===== config.mk =====
export PLATFORM = sky130hd
export DESIGN_NAME = fetch_stage
export DESIGN_NICKNAME = d
export VERILOG_FILES = /design/src/rtl/fetch_stage.sv
export SDC_FILE = /design/constraint.sdc
export NUM_CORES = 1
export LEC_CHECK = 0
export BUFFER_PORTS_ARGS = -buffer_cell sky130_fd_sc_hd__buf_2
export CORE_ASPECT_RATIO = 1.75
export CORE_MARGIN = 1.5
export CORE_UTILIZATION = 53
export DETAILED_ROUTE_END_ITERATION = 10
export GPL_TIMING_DRIVEN = 0
export PLACE_DENSITY = 0.89
export RECOVER_POWER = 100
export SLEW_MARGIN = 20
export SYNTH_ARGS = -nofsm -noshare
export SYNTH_HDL_FRONTEND = slang
export SYNTH_SLANG_ARGS = --single-unit

===== constraint.sdc =====
create_clock -name clk -period 5.4 [get_ports clk]
set_clock_uncertainty 0.2 [all_clocks]
set_input_delay 0.54 -clock clk [delete_from_list [all_inputs] [get_ports clk]]
set_output_delay 0.54 -clock clk [all_outputs]
set_load 0.01 [all_outputs]

===== src/rtl/fetch_stage.sv =====
// Fetch stage: owns the PC, issues single outstanding word reads to the I-cache
// and pushes fetched instructions with their predicted next PC into the queue.
module fetch_stage #(
  parameter logic [31:0] RESET_PC = 32'h1eceb000
) (
  input  logic        clk,
  input  logic        rst,
  input  logic        branch,
  input  logic [31:0] branch_target,
  input  logic        prediction,
  input  logic        gshare_is_br,
  input  logic [31:0] branch_imm,
  input  logic        iq_full,
  output logic [31:0] imem_addr,
  output logic [3:0]  imem_rmask,
  input  logic [31:0] imem_rdata,
  input  logic        imem_resp,
  output logic        enq,
  output logic [31:0] out_pc,
  output logic [31:0] out_pc_next,
  output logic [31:0] out_inst,
  output logic        out_prediction
);

  typedef enum logic [1:0] {
    S_FETCH,
    S_HOLD,
    S_DRAIN
  } state_t;

  state_t      r_state;
  state_t      w_state_nxt;
  logic [31:0] r_pc;
  logic [31:0] r_req_addr;
  logic [31:0] r_hold_inst;
  logic [31:0] r_hold_pc;
  logic        r_skip_resp;

  logic [31:0] w_pc_nxt;
  logic [31:0] w_tgt;
  logic [31:0] w_cur_pc;
  logic [31:0] w_cur_inst;
  logic [31:0] w_npc;
  logic        w_resp;
  logic        w_enq;

  // A response arriving in the first cycle after reset belongs to a pre-reset read.
  assign w_resp     = imem_resp && !r_skip_resp;
  assign w_tgt      = branch_target & ~32'd3;
  assign w_cur_pc   = (r_state == S_HOLD) ? r_hold_pc   : r_req_addr;
  assign w_cur_inst = (r_state == S_HOLD) ? r_hold_inst : imem_rdata;
  assign w_npc      = (gshare_is_br && prediction) ? branch_imm : w_cur_pc + 32'd4;

  always_comb begin
    w_state_nxt = r_state;
    w_pc_nxt    = r_pc;
    w_enq       = 1'b0;
    case (r_state)
      S_FETCH: begin
        if (branch) begin
          w_pc_nxt = w_tgt;
          if (!w_resp) w_state_nxt = S_DRAIN;
        end else if (w_resp) begin
          if (iq_full) begin
            w_state_nxt = S_HOLD;
          end else begin
            w_enq    = 1'b1;
            w_pc_nxt = w_npc;
          end
        end
      end
      S_HOLD: begin
        if (branch) begin
          w_pc_nxt    = w_tgt;
          w_state_nxt = S_FETCH;
        end else if (!iq_full) begin
          w_enq       = 1'b1;
          w_pc_nxt    = w_npc;
          w_state_nxt = S_FETCH;
        end
      end
      S_DRAIN: begin
        if (branch) w_pc_nxt = w_tgt;
        if (w_resp) w_state_nxt = S_FETCH;
      end
      default: w_state_nxt = S_FETCH;
    endcase
    if (rst) w_enq = 1'b0;
  end

  // req_addr tracks pc whenever the next state issues a read; DRAIN keeps the old address.
  always_ff @(posedge clk) begin
    if (rst) begin
      r_state     <= S_FETCH;
      r_pc        <= RESET_PC;
      r_req_addr  <= RESET_PC;
      r_hold_inst <= '0;
      r_hold_pc   <= '0;
      r_skip_resp <= 1'b1;
    end else begin
      r_state     <= w_state_nxt;
      r_pc        <= w_pc_nxt;
      r_skip_resp <= 1'b0;
      if (w_state_nxt == S_FETCH) r_req_addr <= w_pc_nxt;
      if (r_state == S_FETCH && w_state_nxt == S_HOLD) begin
        r_hold_inst <= imem_rdata;
        r_hold_pc   <= r_req_addr;
      end
    end
  end

  assign imem_addr      = r_req_addr;
  assign imem_rmask     = (!rst && r_state != S_HOLD) ? '1 : '0;
  assign enq            = w_enq;
  assign out_pc         = w_enq ? w_cur_pc   : '0;
  assign out_inst       = w_enq ? w_cur_inst : '0;
  assign out_pc_next    = w_enq ? w_npc      : '0;
  assign out_prediction = w_enq ? prediction : 1'b0;

endmodule


==> impl_metrics.yaml <==
timing:
  whs_ns: 0.09786
  drv_slew: 0
  period_needed_ns: 5.256
  finalHoldViolations: 0
  min_period_over_period_pct: 97.33
  relSlewSlack_pct: 33.52
  clock.fmax_mhz: 190.3
  finalSetupViolations: 0
  rsz0062_at_grt: "false"
  worst_slew_pin_slew_ns: 0.9942
placed_design:
  dp_hpwl_um: 25670
  gp_congestion: 1.047
  port_buffers: 233
  dpl.cell_count: 1555
synthesis:
  ys_async_sr_fraction_pct: 0
  synth_seq_area_share_pct: 32.54
  synth_cell_types: 75
  synth_warnings: 0
  synth_ff_type: "dfxtp_1"
  synth_cells: 1137
  avgSynthCellArea_um2: 7.089
  synth_edf_count: 0
  syn_nets: 1241
  syn-cell-area_um2: 8060
  synth_seq_cells: 131
setup_path:
  crit_arrival_ns: 4.52
  worstPathMaxFanout: 19
  cp_num_buf_inv: 6
  slowest_delay_ns: 0.42
  cp_slowest_cell: "nor4b_4"
  path_class: "reg2out"
  cp.required_ns: 4.66
  crit_chain: "buf_6 -> nand2b_4 -> buf_6 -> buf_6 -> buf_8 -> clkbuf_4 -> nand2_1 -> nand2_1 -> ha_1 -> nand4_1 -> nor4b_4 -> o221ai_4 -> nor3_4 -> nand4_1 -> xnor2_2 -> nor2_1 -> nor3_1 -> buf_2"
  crit_top_cell: "buf_6"
  cp-end-kind: "output pin"
  startpoint_type: "flip-flop"
  critPathTopFamily: "simple AND/OR/NAND/NOR gates"
routing:
  post_drt_wl_per_cell_um: 22.34
  remaining_drc_errors: 0
  routed_wirelength_um: 35450
  postRouteAntennaNets: 0
  vias_per_cell: 6.429
  drt_pass1_iterations: 7
  via_count: 10200
  drt-initial-drc-count: 1058
clock_network:
  cts_htree_levels: 4
  path_clk_slew_ns: 0.06
  cts_num_sinks: 131
  numCtsBuffers: 17
  cts_buffer_depth: 2
  cts_tree: "done"
  clk_latency_ns: 0.43
  clock-root-buffer: "clkbuf_16"
final_layout:
  post-route-util_pct: 68.24
  area_delta_synth_final_pct: 25.61
  layout_common_cells: "nand2_1, buf_2, a21oi_1"
  antenna_cells: 0
  nNetsFinal: 1495
  instances_no_fill: 1587
  drive_gt1_share_pct: 19.94
  final_common_cell: "nand2_1"
floorplan:
  core-area_um2: 14840
  rows: 59
  die_y_um: 166.1
  initial_core_util_pct: 54.32
  pin_count: 237
  die_w_um: 96.22
  die_area_um2: 15990
outcome:
  outcome: "finished, final reports clean"
grt:
  grt_pass1_vias: 9549
  antenna_found_initial: 0
  grt_max_degree: 20
  grt_pass1_wl_um: 52010
  grtUsageTotal_pct: 43.68
  grt_overflow: 0
pwr:
  leakage_nw: 4.299
  vdd_ir_drop_max_uv: 234.4
  powerDensity_nw_per_um2: 294.7
min_path:
  holdCritPathClass: "in2reg"
job:
  cap_violations: 0
stage by stage:
stage	instance area, µm²	TNS [ns]	power [mW]	setup WS [ns]
final	10120	0	2.984	0.1444
after global routing	10120	0	3.049	0.002682
after CTS	10160	0	2.947	0.09572
after detailed placement	9474	-0.07231	1.598	-0.07231
after global placement	9455	-0.05083	1.588	-0.05083
after floorplan	8060	0	1.384	1.179
path summary, 6_finish.rpt:
kind,start,end,slack [ns],depth (start not counted)
min,rst,r_skip_resp,0.1,1
max,r_state[1],out_pc_next[26],0.14,18
max reg2reg,r_state[1],imem_addr[8],0.87,18
min reg2reg,r_hold_inst[1],r_hold_inst[1],0.26,2
state kept, by name, indices dropped and copies added (netlist names):
name	flops
r_pc	32
r_hold_inst	32
r_state	2
imem_addr	32
r_hold_pc	32
r_skip_resp	1
synthesized netlist by cell type (all sizes together), types with 6 or more instances:
cell type / n / area [µm²]
nand4: 6 / 43.79
nand3: 9 / 45.04
or3: 7 / 43.79
and3: 12 / 75.07
inv: 9 / 33.78
clkbuf: 66 / 247.7
nand2b: 8 / 57.55
dfxtp: 131 / 2623
a21oi: 161 / 805.8
o221ai: 11 / 102.6
mux2i: 43 / 457.9
nand2: 298 / 1119
nor3: 20 / 105.1
nor2: 113 / 424.2
nor4: 14 / 131.4
buf: 21 / 150.1
mux2: 7 / 93.84
xnor2: 14 / 122.6
a31oi: 13 / 81.33
and2: 13 / 81.33
a211oi: 15 / 122.6
o31ai: 6 / 45.04
o22ai: 15 / 93.84
xor2: 11 / 96.34
o21ai: 45 / 232.7
o21a: 6 / 45.04
final cells by class:
| class | instances | area (µm²) |
|---|---|---|
| clock inverter | 14 | 247.7 |
| sequential | 131 | 2623 |
| timing repair buffer | 237 | 1151 |
| clock buffer | 18 | 439.2 |
| inverter | 10 | 37.54 |
| tap | 183 | 229.0 |
| multi-input combinational | 909 | 5002 |
| fill | 1362 | 4713 |
| buffer | 85 | 395.4 |
routing by layer:
metal  part of all wire, %  vias up  track usage (%)
met2                    46      812            68.40
li1                      -     4483                -
met1                    32     4655            45.27
met5                     0        -                0
met3                    11      253            11.49
met4                    11        0            41.82
worst register-to-register path: stages (launching register included):
cell and delay [ns]:
dfxtp_1 0.32, buf_6 0.17, nand2b_4 0.15, buf_6 0.16, buf_6 0.21, buf_8 0.26, clkbuf_4 0.28, nand2_1 0.10
nand2_1 0.10, ha_1 0.27, nand4_1 0.21, buf_4 0.21, mux2i_1 0.42, nand2_1 0.14, xor2_1 0.19, o211ai_2 0.14
o21ai_1 0.20, o41a_1 0.48, a211oi_2 0.23
kinds of logic (layout without fill, tap and decap cells):
kind of cell | after synthesis | in the layout | synth area share, %
AOI/OAI and AO/OA | 319 | 319 | 24.34
buffers and inverters | 97 | 364 | 5.402
xor gates and xnor gates | 25 | 25 | 2.717
adders and majority gates | 1 | 1 | 0.1552
and+or+nand+nor | 514 | 514 | 28.00
DFF | 131 | 131 | 32.54
muxes | 50 | 50 | 6.846
power breakdown:
| group | internal, mW | leakage [nW] | switching (mW) |
|---|---|---|---|
| Clock | 0.886 | 0.328 | 0.488 |
| Sequential | 1.02 | 1.07 | 0.0720 |
| Combinational | 0.179 | 2.90 | 0.340 |
what timing repair did:
item,4_1_cts,5_1_grt
hold buffers,0,0
gates cloned,0,0
buffers inserted,0,2
pin swaps,0,2
endpoints found under the setup margin,10,4
gates resized for setup,2,10
(Power assumes the default switching activity.)
